`src/rtl/scan_pkg.sv`:
```
// Shared definitions for the Larson scanner step counter.
//
// Contents:
//   SCAN_WIDTH_DEF - default counter width
//   SCAN_DIV_DEF   - default prescaler divisor
//   scan_pos_t     - scan position type at the default width
//   scan_max()     - all-ones value for a given width (width <= 32)
package scan_pkg;

   localparam int unsigned SCAN_WIDTH_DEF = 4;
   localparam int unsigned SCAN_DIV_DEF   = 1000;

   typedef logic [SCAN_WIDTH_DEF-1:0] scan_pos_t;

   function automatic logic [31:0] scan_max(input int unsigned width);
      logic [31:0] m;
      m = '0;
      for (int i = 0; i < 32; i++) begin
         if (i < int'(width)) m[i] = 1'b1;
      end
      return m;
   endfunction

endpackage

```
`src/rtl/scan_step_counter_prescaler.sv`:
```
// scan_prescaler: divide-by-DIV clock-enable generator for the scan counter.
//
// Ports:
//   i_clk      system clock
//   i_rst_n    asynchronous active-low reset
//   i_en       count enable; low freezes the phase
//   i_restart  synchronous phase restart (clear or load in the counter)
//   o_pulse    combinational strobe, high on the last phase while enabled
//   o_tick     o_pulse registered, one cycle wide
module scan_prescaler #(
   parameter int unsigned DIV   = 1000,
   parameter int unsigned DIV_W = 10
) (
   input  logic i_clk,
   input  logic i_rst_n,
   input  logic i_en,
   input  logic i_restart,
   output logic o_pulse,
   output logic o_tick
);

   localparam logic [DIV_W-1:0] PreLast = DIV_W'(DIV - 1);

   logic [DIV_W-1:0] pre_q, pre_d;
   logic             tick_q;

   assign o_pulse = i_en & (pre_q == PreLast);
   assign o_tick  = tick_q;

   always_comb begin
      pre_d = pre_q;
      if (i_restart) begin
         pre_d = '0;
      end else if (i_en) begin
         pre_d = (pre_q == PreLast) ? '0 : pre_q + 1'b1;
      end
   end

   always_ff @(posedge i_clk or negedge i_rst_n) begin
      if (!i_rst_n) begin
         pre_q  <= '0;
         tick_q <= 1'b0;
      end else begin
         pre_q  <= pre_d;
         tick_q <= o_pulse;
      end
   end

endmodule

```
`src/rtl/scan_step_counter.sv`:
```
// scan_step_counter: presettable binary counter behind a clock prescaler, producing the
// slow scan position for the Larson scanner (the fold stage XORs low bits with the MSB).
//
// Optional feature: define SCAN_STEP_COUNTER_UPDOWN_EN to add i_up (1 = up, 0 = down).
//
// Ports:
//   i_clk     system clock
//   i_rst_n   asynchronous active-low reset
//   i_en      count enable; low freezes prescaler and counter
//   i_clr_n   synchronous clear, active low (highest priority)
//   i_load_n  synchronous parallel load, active low
//   i_d       parallel load data
//   i_up      count direction (only with SCAN_STEP_COUNTER_UPDOWN_EN)
//   o_q       registered counter value
//   o_tick    registered one-cycle prescaler strobe
//   o_tc      combinational terminal count
//   o_wrap    registered one-cycle pulse after the counter wraps
module scan_step_counter
   import scan_pkg::*;
#(
   parameter  int unsigned WIDTH = SCAN_WIDTH_DEF,
   parameter  int unsigned DIV   = SCAN_DIV_DEF,
   localparam int unsigned DIV_W = (DIV > 1) ? $clog2(DIV) : 1
) (
   input  logic             i_clk,
   input  logic             i_rst_n,
   input  logic             i_en,
   input  logic             i_clr_n,
   input  logic             i_load_n,
   input  logic [WIDTH-1:0] i_d,
`ifdef SCAN_STEP_COUNTER_UPDOWN_EN
   input  logic             i_up,
`endif
   output logic [WIDTH-1:0] o_q,
   output logic             o_tick,
   output logic             o_tc,
   output logic             o_wrap
);

   localparam logic [WIDTH-1:0] MaxVal = WIDTH'(scan_max(WIDTH));

   logic [WIDTH-1:0] q_q, q_d;
   logic             wrap_q, wrap_d;
   logic             pulse;
   logic             restart;
   logic             up;
   logic             at_end;

`ifdef SCAN_STEP_COUNTER_UPDOWN_EN
   assign up = i_up;
`else
   assign up = 1'b1;
`endif

   assign restart = ~i_clr_n | ~i_load_n;

   scan_prescaler #(
      .DIV   (DIV),
      .DIV_W (DIV_W)
   ) u_prescaler (
      .i_clk     (i_clk),
      .i_rst_n   (i_rst_n),
      .i_en      (i_en),
      .i_restart (restart),
      .o_pulse   (pulse),
      .o_tick    (o_tick)
   );

   // Terminal value depends on direction: all ones going up, zero going down.
   assign at_end = up ? (q_q == MaxVal) : (q_q == '0);
   assign o_tc   = i_en & at_end;

   always_comb begin
      q_d    = q_q;
      wrap_d = 1'b0;
      if (!i_clr_n) begin
         q_d = '0;
      end else if (!i_load_n) begin
         q_d = i_d;
      end else if (pulse) begin
         q_d    = up ? q_q + 1'b1 : q_q - 1'b1;
         wrap_d = at_end;
      end
   end

   always_ff @(posedge i_clk or negedge i_rst_n) begin
      if (!i_rst_n) begin
         q_q    <= '0;
         wrap_q <= 1'b0;
      end else begin
         q_q    <= q_d;
         wrap_q <= wrap_d;
      end
   end

   assign o_q    = q_q;
   assign o_wrap = wrap_q;

endmodule

```
`config.mk`:
```
export PLATFORM = sky130hd
export DESIGN_NAME = scan_step_counter
export DESIGN_NICKNAME = d
export VERILOG_FILES = /design/src/rtl/scan_pkg.sv /design/src/rtl/scan_step_counter_prescaler.sv /design/src/rtl/scan_step_counter.sv
export SDC_FILE = /design/constraint.sdc
export NUM_CORES = 1
export LEC_CHECK = 0
export ABC_CLOCK_PERIOD_IN_PS = 2900
export CAP_MARGIN = 20
export CORE_MARGIN = 1
export CORE_UTILIZATION = 50
export CTS_CLUSTER_DIAMETER = 60
export DETAILED_ROUTE_END_ITERATION = 7
export HOLD_SLACK_MARGIN = 0.15
export PLACE_DENSITY_LB_ADDON = 0.15
export SETUP_SLACK_MARGIN = 0.5
export SLEW_MARGIN = 0
export SYNTH_ARGS = -nofsm -noshare
export SYNTH_HDL_FRONTEND = slang
export SYNTH_SLANG_ARGS = --single-unit
```
`constraint.sdc`:
```
create_clock -name i_clk -period 2.9 [get_ports i_clk]
set_clock_uncertainty 0.05 [all_clocks]
set_input_delay 0.29 -clock i_clk [delete_from_list [all_inputs] [get_ports i_clk]]
set_output_delay 0.29 -clock i_clk [all_outputs]
set_load 0.02 [all_outputs]
```
# [Word level (Yosys, flattened, before mapping)]
# Cells that the tools add are included.
# Widths: inputs -> output; s select.
[op_classes] n_addsub=2 n_eq_ne=3 muxes=9 bitwise=5 n_reduce_logical=1
[op_table] op="$mux 10" n=3
[op_table] op="$mux 4" n=3
[op_table] op="$add 10x1->10 const B" n=1
[op_table] op="$eq 10x10->1 const B" n=1
[op_table] op="$add 4x1->4 const B" n=1
[op_table] op="$eq 4x4->1 const B" n=1
[op_table] op="$mux 1" n=3
[op_table] op="$ne 3x2->1 const B" n=1
[op_table] op="$and 1x1->1" n=2
[op_table] op="$not 1->1" n=2
[op_table] op="$reduce_bool 2->1" n=1
[op_table] op="$or 1x1->1" n=1
[totals] regBits=16 inputBits=9 output_inout_bits=7 word_cells=24

# [Longest topological paths before layout]
# Gate-level depths: netlist of the first run.
[logic_depth] depth_word=5 depth_mapped=6 mapped_depth_nobuf=5

# [Hierarchy]
# From an unflattened synthesis of the first run, not the netlist that was laid out.
[unflattened] hier_cells=88 hier_area_um2=850.8
[by_module_without_submodules] module="scan_prescaler" instances=1 cells_each=62 area_per_inst_um2=594.3 seq_area_each_um2=275.3
[by_module_without_submodules] module="scan_step_counter" instances=1 cells_each=26 area_per_inst_um2=256.5 seq_area_each_um2=125.1

# [Worst setup path before layout of the first run]
# No wires, ideal clock.
[synth_path] path_type="register to register" from="reg u_prescaler.pre_q[0]" to="reg q_q[1], in the netlist o_q[1]" setup_ps=125 arrival_time_ps=1493 required_ps=2725 setup_slack_ps=1232 stages_incl_launch_ff=7 n_path_buf=1 period_less_slack_ps=1668 cell_sequence="dfrtp_1 ha_1 nand4bb_4 nor3_2 or2_1 buf_6 mux2_4"
[synth_via] elab_chain_len=3
[synth_rtl] element="start, declared" line_no="scan_step_counter_prescaler.sv:24" rtl="logic [DIV_W-1:0] pre_q, pre_d;"
[synth_rtl] element="start signal, assigned" line_no="scan_step_counter_prescaler.sv:44" rtl="pre_q <= pre_d;"
[synth_rtl] element="$eq 10x10->1" line_no="scan_step_counter_prescaler.sv:27" rtl="assign o_pulse = i_en & (pre_q == PreLast);"
[synth_rtl] element="$and 1x1->1" line_no="scan_step_counter_prescaler.sv:27"
[synth_rtl] element="net pulse" line_no="scan_step_counter.sv:44" rtl="logic pulse;"
[synth_rtl] element="$ne 3x2->1 (no source line)"
[synth_rtl] element="end signal, assigned" line_no="scan_step_counter.sv:91" rtl="q_q <= q_d;"
[synth_rtl] element="end, declared" line_no="scan_step_counter.sv:42" rtl="logic [WIDTH-1:0] q_q, q_d;"
# The timed path passes the listed nets, and every way through them passes these cells.
# A chain may end at the register's enable or synchronous reset.

# [Worst setup path in the final report of the first run]
[layout_path] from="in i_en" to="out o_tc"
[layout_via] elab_chain_len=1
[layout_rtl] element="start, declared" line_no="scan_step_counter.sv:27" rtl="input logic i_en,"
[layout_rtl] element="$and 1x1->1" line_no="scan_step_counter.sv:71" rtl="assign o_tc = i_en & at_end;"
[layout_rtl] element="end, declared" line_no="scan_step_counter.sv:36" rtl="output logic o_tc,"
# Every way passes these cells.

==> results of run 1 <==
==> cell type report <==
type / instances / area share [%]
clock buffers: 4 / 3.333
repair buffers: 15 / 13.79
inverters: 3 / 1.034
well taps: 25 / 2.874
multi-input cells: 66 / 42.18
flip-flops and latches: 16 / 36.78
==> cell usage after synthesis, types with 3 or more instances <==
cell     count  area [um2]
xnor2_1      6       52.55
dfrtp_1     16       400.4
o21ai_0      4       20.02
xor2_1       3       26.28
nor4_1       3       18.77
inv_1        3       11.26
nand3_1      6       30.03
a21oi_1      6       30.03
nand2_1      6       22.52
nor2_1       7       26.28
==> how the worst max path moves through the flow <==
stage | startpoint | endpoint | slack, ns | depth (start not counted)
2_1_floorplan | u_prescaler.pre_q[0]$_DFFE_PN0P_ | o_q[1]$_DFFE_PN0P_ | 1.23 | 6
3_3_place_gp | i_en | o_tc | 0.71 | 4
3_5_place_dp | i_en | o_tc | 0.67 | 4
4_1_cts | i_en | o_tc | 0.67 | 4
5_1_grt | i_en | o_tc | 0.58 | 4
6_report | i_en | o_tc | 0.68 | 4
==> through the flow <==
| step | hold slack [ns] | setup WS [ns] | area [um2] | power (mW) |
|---|---|---|---|---|
| finish | 0.3618 | 0.6820 | 1089 | 0.4423 |
| global route | 0.4360 | 0.5806 | 1089 | 0.4569 |
| CTS | 0.3952 | 0.6660 | 1089 | 0.4455 |
| detailed placement | 0.5201 | 0.6730 | 1052 | 0.2928 |
| global placement | 0.5072 | 0.7066 | 1052 | 0.2918 |
| floorplan | -0.05559 | 1.232 | 907.1 | 0.2673 |
==> critical path, delay by kind of cell <==
family        cells  cell delay, ns
buf+inv           3            1.39
simple gates      1            0.19
==> registers in the layout, indices dropped and copies added (netlist names) <==
register	count
u_prescaler.pre_q	10
o_wrap	1
o_q	4
u_prescaler.o_tick	1
==> report_power, final <==
| part | internal (mW) | switching (mW) |
|---|---|---|
| Sequential | 0.228 | 0.00643 |
| Combinational | 0.0265 | 0.0269 |
| Clock | 0.0766 | 0.0777 |
| Total | 0.331 | 0.111 |
==> layer usage <==
| metal | up-vias | part of all wire (%) | routed length [um] | global-route usage [%] |
|---|---|---|---|---|
| li1 | 353 | - | - | - |
| met4 | 0 | 0.93 | 17 | 9.697 |
| met5 | - | 0 | 0 | 0 |
| met2 | 17 | 47 | 857 | 34.12 |
| met1 | 351 | 50 | 916 | 28.64 |
| met3 | 2 | 2.4 | 44 | 4.898 |
==> kinds of logic after synthesis <==
family,Yosys count
DFF,16
and+or+nand+nor,35
buffers and inverters,6
muxes,2
AOI/OAI and AO/OA,18
xor gates and xnor gates,9
adders and majority gates,2
==> out/results.tsv, run 1 <==
stage	metric	value	unit
worst_setup_path	worstPathRequired	2.56	ns
synthesis	ys.flop_type	dfrtp_1	
clock_network	cts_setup_buffers	0	
sta	setup_tns	0	ns
sta	relSlewSlack	51.78	%
synthesis	synth_top_family_by_area	simple AND/OR/NAND/NOR gates	
sta	clock.fmax	450.8	MHz
worst_setup_path	r2r_cells	5	
final_layout	area_growth	20.00	%
floorplan	die_y	44.60	um
final_layout	num_antenna_cells	0	
worst_setup_path	regToRegSetupSlack	1.02	ns
synthesis	ys_ff_latch	16	
floorplan	die-area	1989	um2
synthesis	syn_nets	99	
worst_setup_path	startpoint_type	input port	
synthesis	synth_xor_area_share	8.690	%
sta	slew_viol_final	0	
clock_network	clk_pin_slew	0.10	ns
clock_network	cts_tree	done	
drt	ant_nets	0	
worst_setup_path	slowest_delay	0.71	ns
final_layout	stdcell_count	129	
final_layout	num-nets-final	116	
global_route	grt_pass1_wl	3118	um
synthesis	async_flop_share	100.0	%
clock_network	ctsHoldBuffers	0	
synthesis	yosysWarningCount	0	
final_layout	drive_gt1_share	10.58	%
final_layout	post-route-util	63.74	%
sta	finalSetupViolCount	0	
worst_setup_path	crit_chain	clkdlybuf4s50_1 > nand4_1 > inv_1 > clkdlybuf4s50_1	
synthesis	synthAdderAreaFrac	2.759	%
floorplan	io_pins	16	
drt	first_pass_iters	4	
placed_design	numPortBuffers	15	
hold_path	hp-class	input port to asynchronous set/reset pin	
global_route	grt_start_max_net_pins	17	
drt	vias	723	
synthesis	synthCells	88	
synthesis	netlist_area	907.1	um2
worst_setup_path	critPathCaptureType	output port	
final_layout	layout_commonest_cell	dfrtp_1	
sta	tightest_slew	0.7210	ns
floorplan	initial_core_util	53.11	%
power	power.density	406.3	nW/um2
clock_network	clock_path_buffers	2	
placed_design	dp_hpwl	1348	um
clock_network	clockRootBuffer	clkbuf_4	
sta	period_needed	2.218	ns
clock_network	cts-buffers-inserted	3	
sta	finalHoldViolCount	0	
drt	wirelength	1834	um
clock_network	cts_resized	0	
synthesis	synth_edf_count	0	
floorplan	coreArea	1708	um2
outcome	status	complete, no violations	
global_route	overflow	0	
power	leakage	0.4232	nW
worst_setup_path	critPathMaxFanout	9	
global_route	grt_pass1_vias	704	
drt	drt_iter0_drc	8	
drt	drc_errors	0	
floorplan	die-width	44.60	um
global_route	antenna_found_initial	0	
worst_setup_path	worst-setup-path-type	input port to output port	
power	peakVddDrop	0.2384	mV
final_layout	nFillCells	133	
floorplan	rows	15	
final_layout	multi_input_area	459.2	um2
worst_setup_path	arrival	1.88	ns
synthesis	avgSynthCellArea	10.31	um2
synthesis	synth-simple-area-share	24.14	%
synthesis	synth_mux_area_share	2.759	%
drt	via_per_inst	5.605	
sta	rsz0062_at_grt	no	
clock_network	cts.sinks	16	
worst_setup_path	crit_path_frequent_cell	clkdlybuf4s50_1	
sta	period_share	76.48	%
run	drv_cap	0	
synthesis	synth-seq-area-share	44.14	%
worst_setup_path	reg2reg_from	u_prescaler.pre_q[0]$_DFFE_PN0P_	
clock_network	insertion_delay	0.29	ns
final_layout	layout_common_cells	dfrtp_1 (16), clkdlybuf4s50_1 (15), nor2_1 (7)	
synthesis	synth_cell_type_count	32	
worst_setup_path	reg2reg_to	o_q[1]$_DFFE_PN0P_	
placed_design	place.gp.congestion	0.8146	
worst_setup_path	crit_path_top_delay_cell	clkdlybuf4s50_1	
drt	post_drt_wl_per_cell	14.22	um
synthesis	synth-compound-area-share	12.28	%
global_route	track_usage	21.77	%
final_layout	regArea	400.4	um2
clock_network	ctsHtreeMaxLevel	1	
placed_design	dp.cells	125	
(Power assumes the default switching activity.)
==> inputs of run 2 (changes only) <==
--- a/config.mk
+++ b/config.mk
@@ -5,7 +5,7 @@
 export SDC_FILE = /design/constraint.sdc
 export NUM_CORES = 1
 export LEC_CHECK = 0
-export ABC_CLOCK_PERIOD_IN_PS = 2900
+export ABC_CLOCK_PERIOD_IN_PS = 2250
 export CAP_MARGIN = 20
 export CORE_MARGIN = 1
 export CORE_UTILIZATION = 50
==> constraint.sdc (replaced) <==
create_clock -name i_clk -period 2.25 [get_ports i_clk]
set_clock_uncertainty 0.05 [all_clocks]
set_input_delay 0.225 -clock i_clk [delete_from_list [all_inputs] [get_ports i_clk]]
set_output_delay 0.225 -clock i_clk [all_outputs]
set_load 0.02 [all_outputs]
==> run 2 against run 1 <==
Effect of this change:
- hold slack got worse by 0.061 ns
- core utilization increased by 1.9 points
- flip-flop and latch count unchanged
- final area increased by 3.0%
- combinational power increased by 46%
- cell count increased by 2.3%
- clock power increased by 28%
==> out/results.tsv, run 2 (synthesis results as in run 1) <==
stage	metric	value	unit
floorplan	coreArea	1708	um2
final_layout	top_register	u_prescaler.pre_q	
placed_design	numPortBuffers	15	
power	power.density	514.6	nW/um2
global_route	grt_start_max_net_pins	17	
clock_network	cts.sinks	16	
sta	clock.fmax	592.4	MHz
worst_setup_path	critPathCaptureType	flop	
clock_network	cts_tree	done	
drt	via_per_inst	5.614	
floorplan	initial_core_util	53.11	%
worst_setup_path	crit_path_top_delay_cell	nor4_1	
final_layout	fin_area	1121	um2
worst_setup_path	startpoint_type	flop	
worst_setup_path	crit_chain	ha_2 > nand4bb_4 > nor4_1 > xnor2_1 > a21oi_1	
drt	vias	741	
final_layout	nFillCells	143	
worst_setup_path	worst-setup-path-type	flop to flop	
floorplan	rows	15	
clock_network	clk_pin_slew	0.10	ns
worst_setup_path	slowest_delay	0.47	ns
power	peakVddDrop	0.4461	mV
floorplan	die-width	44.60	um
sta	setup_tns	0	ns
power	power	577.0	uW
final_layout	area_growth	23.59	%
global_route	track_usage	22.95	%
clock_network	insertion_delay	0.30	ns
final_layout	drive_gt1_share	15.89	%
clock_network	clock_path_buffers	2	
floorplan	io_pins	16	
clock_network	cts-buffers-inserted	3	
final_layout	num_antenna_cells	0	
global_route	overflow	0	
sta	period_needed	1.688	ns
drt	drt_iter0_drc	28	
sta	rsz0062_at_grt	no	
global_route	antenna_found_initial	0	
clock_network	ctsHtreeMaxLevel	1	
floorplan	die_y	44.60	um
final_layout	num-nets-final	119	
floorplan	die-area	1989	um2
placed_design	dp_hpwl	1347	um
drt	drc_errors	0	
drt	post_drt_wl_per_cell	15.11	um
outcome	status	complete, no violations	
clock_network	ctsHoldBuffers	0	
worst_setup_path	arrival	1.83	ns
power	leakage	0.4564	nW
worst_setup_path	worstPathRequired	2.40	ns
sta	period_share	75.03	%
final_layout	largest_reg_flops	10	
final_layout	layout_commonest_cell	dfrtp_1	
sta	tightest_slew	0.7284	ns
worst_setup_path	critPathMaxFanout	6	
sta	whs	0.3005	ns
sta	finalSetupViolCount	0	
global_route	grt_pass1_wl	3174	um
sta	slew_viol_final	0	
run	drv_cap	0	
placed_design	dpl_cell_area	1067	um2
placed_design	place.gp.congestion	0.8300	
sta	finalHoldViolCount	0	
clock_network	clockRootBuffer	clkbuf_4	
global_route	grt_pass1_vias	688	
drt	first_pass_iters	4	
drt	wirelength	1994	um
hold_path	hp-class	input port to asynchronous set/reset pin	
final_layout	layout_common_cells	dfrtp_1 (16), clkdlybuf4s50_1 (14), nor2_1 (7)	
sta	relSlewSlack	51.29	%
drt	ant_nets	0	
## run 2: cell count changes in the layout (fill, tap and decap cells not counted), sizes merged
cell	change
buf	+3
clkbuf	+1
clkdlybuf4s50	-1
## run 2: layout make-up
cell class / instances / area, um2 / share of cell area (%)
Timing Repair Buffer: 18 / 167.7 / 14.96
Tap cell: 25 / 31.28 / 2.790
Inverter: 3 / 11.26 / 1.004
Multi-Input combinational cell: 66 / 474.2 / 42.30
Sequential cell: 16 / 400.4 / 35.71
Clock buffer: 4 / 36.28 / 3.237
## run 2: where the power goes
| part | total (mW) | switching, mW | internal [mW] |
|---|---|---|---|
| clock network | 0.197 | 0.0985 | 0.0988 |
| registers | 0.302 | 0.00795 | 0.294 |
| logic | 0.0776 | 0.0388 | 0.0388 |
| total | 0.577 | 0.145 | 0.432 |
## run 2: through the flow
stage / util [%] / cells / setup WS [ns]
6_report: 65.64 / 132 / 0.5619
3_3_place_gp: 62.49 / 127 / 0.3223
4_1_cts: 65.05 / 131 / 0.5049
2_1_floorplan: - / 88 / 0.5818
5_1_grt: 65.64 / 132 / 0.4887
3_5_place_dp: 62.49 / 127 / 0.3116
## run 2: worst max-delay path, delay by kind of cell, from the launching register on
| kind | cells | cell delay (ns) |
|---|---|---|
| compound gates | 1 | 0.08 |
| xor+xnor | 1 | 0.17 |
| fa+ha+maj | 1 | 0.23 |
| flops | 1 | 0.41 |
| simple gates | 2 | 0.64 |
## run 2: path summary, 6_finish.rpt
| kind | startpoint | endpoint | slack, ns | cells past startpoint |
|---|---|---|---|---|
| min in group i_clk | i_d[3] | o_q[3]$_DFFE_PN0P_ | 0.48 | 3 |
| max reg2reg | u_prescaler.pre_q[0]$_DFFE_PN0P_ | o_q[3]$_DFFE_PN0P_ | 0.56 | 5 |
| max in group asynchronous | i_rst_n | o_q[0]$_DFFE_PN0P_ | 1.39 | 1 |
| min | i_rst_n | u_prescaler.pre_q[8]$_DFFE_PN0P_ | 0.30 | 1 |
| max | u_prescaler.pre_q[0]$_DFFE_PN0P_ | o_q[3]$_DFFE_PN0P_ | 0.56 | 5 |
| min reg2reg | u_prescaler.pre_q[1]$_DFFE_PN0P_ | u_prescaler.pre_q[1]$_DFFE_PN0P_ | 0.52 | 2 |
## run 2: per-layer routing
metal / track usage (%) / share of wire (%) / vias to the layer above
met5: 0 / 0 / -
met4: 10.91 / 1.8 / 0
met3: 3.673 / 5.5 / 5
met2: 33.24 / 47 / 29
met1: 33.42 / 46 / 350
li1: - / - / 357
## run 2: repair_timing
item / in CTS / in global routing
resized for setup: 3 / 4
endpoints found under the setup margin: 2 / 7
pin swaps: 0 / 1
setup buffers: 0 / 1
cloned: 0 / 0
==> inputs of run 3 (changes only) <==
--- a/config.mk
+++ b/config.mk
@@ -5,7 +5,7 @@
 export SDC_FILE = /design/constraint.sdc
 export NUM_CORES = 1
 export LEC_CHECK = 0
-export ABC_CLOCK_PERIOD_IN_PS = 2250
+export ABC_CLOCK_PERIOD_IN_PS = 1700
 export CAP_MARGIN = 20
 export CORE_MARGIN = 1
 export CORE_UTILIZATION = 50
==> constraint.sdc (replaced) <==
create_clock -name i_clk -period 1.7 [get_ports i_clk]
set_clock_uncertainty 0.05 [all_clocks]
set_input_delay 0.17 -clock i_clk [delete_from_list [all_inputs] [get_ports i_clk]]
set_output_delay 0.17 -clock i_clk [all_outputs]
set_load 0.02 [all_outputs]
==> run 3 against run 2 <==
Effect of this change:
- clock power up 36%
- flip-flop and latch count unchanged
- sequential power up 32%
- wire length up 57%
- die area unchanged
- sequential share of layout area down 7.7 points
- clock-buffer cell count unchanged
- first-iteration DRC count up 7.1%
- global-route usage up 8.7 points
- final area up 28%
- core utilization up 19 points
- largest cell class unchanged
- highest routed layer unchanged
==> out/results.tsv, run 3 (synthesis results as in run 1) <==
stage	metric	value	unit
outcome	status	complete, no violations	
final_layout	top_register	u_prescaler.pre_q	
clock_network	cts-buffers-inserted	3	
global_route	grt_start_max_net_pins	10	
sta	period_share	95.38	%
power	power.density	565.0	nW/um2
sta	period_needed	1.621	ns
sta	setup_tns	0	ns
clock_network	ctsHtreeMaxLevel	1	
sta	slew_viol_final	0	
worst_setup_path	critPathCaptureType	flop	
worst_setup_path	startpoint_type	flop	
drt	vias	971	
worst_setup_path	slowest_delay	0.42	ns
floorplan	rows	15	
placed_design	dp_hpwl	1483	um
placed_design	place.gp.congestion	0.8159	
final_layout	post-route-util	84.32	%
final_layout	drive_gt1_share	49.63	%
drt	post_drt_wl_per_cell	19.57	um
worst_setup_path	arrival	1.74	ns
hold_path	hp-class	input port to asynchronous set/reset pin	
clock_network	cts_tree	done	
drt	drt_iter0_drc	30	
worst_setup_path	crit_family	flip-flops	
power	power	813.7	uW
global_route	track_usage	31.63	%
drt	via_per_inst	6.069	
power	leakage	0.6373	nW
drt	wirelength	3131	um
final_layout	layout_commonest_cell	buf_4	
floorplan	io_pins	16	
floorplan	die-area	1989	um2
power	power_frac_clock	32.8	%
clock_network	clockRootBuffer	clkbuf_4	
power	peakVddDrop	0.4443	mV
final_layout	nFillCells	93	
floorplan	die_y	44.60	um
global_route	overflow	0	
final_layout	regArea	404.1	um2
drt	first_pass_iters	4	
floorplan	die-width	44.60	um
clock_network	clk_pin_slew	0.11	ns
drt	drc_errors	0	
floorplan	initial_core_util	53.11	%
drt	ant_nets	0	
power	intPower	595.2	uW
sta	finalSetupViolCount	0	
sta	rsz0062_at_grt	yes	
clock_network	clock_path_buffers	2	
power	pwr-share-comb	17.9	%
sta	whs	0.1084	ns
worst_setup_path	crit_chain	ha_4 > nand4bb_4 > nor3_4 > buf_4 > buf_6 > xnor2_2 > a21oi_2	
worst_setup_path	critPathMaxFanout	5	
sta	finalHoldViolCount	0	
floorplan	coreArea	1708	um2
sta	relSlewSlack	72.18	%
clock_network	insertion_delay	0.29	ns
clock_network	cts.sinks	16	
worst_setup_path	worstPathRequired	1.82	ns
power	netSwitchingPower	218.5	uW
power	p_seq_share	49.2	%
power	switching_share	26.85	%
sta	tightest_slew	0.4159	ns
global_route	antenna_found_initial	0	
final_layout	layout_common_cells	buf_4 (27), dfrtp_1 (13), clkdlybuf4s50_1 (7)	
final_layout	largest_reg_flops	10	
placed_design	numPortBuffers	15	
run	drv_cap	0	
final_layout	num_antenna_cells	0	
worst_setup_path	worst-setup-path-type	flop to flop	
worst_setup_path	cp_num_buf_inv	2	
worst_setup_path	crit_path_top_delay_cell	dfrtp_1	
global_route	grt_pass1_vias	929	
final_layout	multi_input_area	578.1	um2
global_route	grt_pass1_wl	4422	um
final_layout	area_growth	58.76	%
sta	clock.fmax	616.7	MHz
final_layout	num-nets-final	147	
run 3: cell count changes in the layout (fill, tap and decap cells not counted), moves of 3 or more:
cell,previous run,this run
nor4_1,3,0
buf_2,0,3
clkdlybuf4s50_1,14,7
dfrtp_1,16,13
buf_6,0,6
dfrtp_2,0,3
nor2_1,7,4
buf_4,3,27
run 3: area by class of cell:
class	instances	share of cell area [%]
well taps	25	2.172
inverters	3	0.7819
multi-input cells	66	40.14
flip-flops and latches	16	28.06
clock buffers	4	2.520
repair buffers	46	26.32
run 3: final timing paths:
check	cells past startpoint	end	start	slack, ns
max reg2reg	7	o_q[0]$_DFFE_PN0P_	u_prescaler.pre_q[1]$_DFFE_PN0P_	0.08
min reg2reg	2	u_prescaler.pre_q[8]$_DFFE_PN0P_	u_prescaler.pre_q[8]$_DFFE_PN0P_	0.57
max in group asynchronous	2	o_q[0]$_DFFE_PN0P_	i_rst_n	1.00
max	7	o_q[0]$_DFFE_PN0P_	u_prescaler.pre_q[1]$_DFFE_PN0P_	0.08
min	1	u_prescaler.pre_q[9]$_DFFE_PN0P_	i_rst_n	0.11
min in group i_clk	3	o_q[3]$_DFFE_PN0P_	i_d[3]	0.46
run 3: stage by stage:
stage / setup slack [ns] / cells / cell area [um2]
2_1_floorplan: 0.1426 / 88 / 927.1
3_3_place_gp: -0.08293 / 137 / 1162
3_5_place_dp: -0.08732 / 137 / 1162
4_1_cts: 0.2107 / 157 / 1385
5_1_grt: 0.07830 / 160 / 1440
6_report: 0.07859 / 160 / 1440
run 3: power by group through the flow:
stage / registers [mW] / clock network, mW / logic [mW]
2_1_floorplan: 0.416 / 0 / 0.0417
3_3_place_gp: 0.407 / 0 / 0.106
3_5_place_dp: 0.407 / 0 / 0.108
4_1_cts: 0.397 / 0.262 / 0.128
5_1_grt: 0.401 / 0.282 / 0.154
6_report: 0.400 / 0.267 / 0.146
run 3: per-layer routing:
layer  share of wire, %  track usage (%)  vias to the layer above
li1                   -                -                      420
met1                 40            39.95                      500
met2                 53            53.82                       40
met3                5.4            5.714                       11
met4                1.8            11.52                        0
met5                  0                0                        -
run 3: timing repair:
| item | in CTS | in global routing |
|---|---|---|
| setup endpoints to repair | 21 | 21 |
| setup buffers | 16 | 3 |
| hold endpoints to repair | 8 | 8 |
| gates resized for setup | 42 | 15 |
| pin swaps | 14 | 1 |
run 3: worst reg2reg max path: cells and delay by family, from the launching register on:
kind	cells	cell delay, ns
buf+inv	2	0.25
flops	1	0.42
xor+xnor	1	0.11
simple gates	2	0.39
fa+ha+maj	1	0.18
compound gates	1	0.09
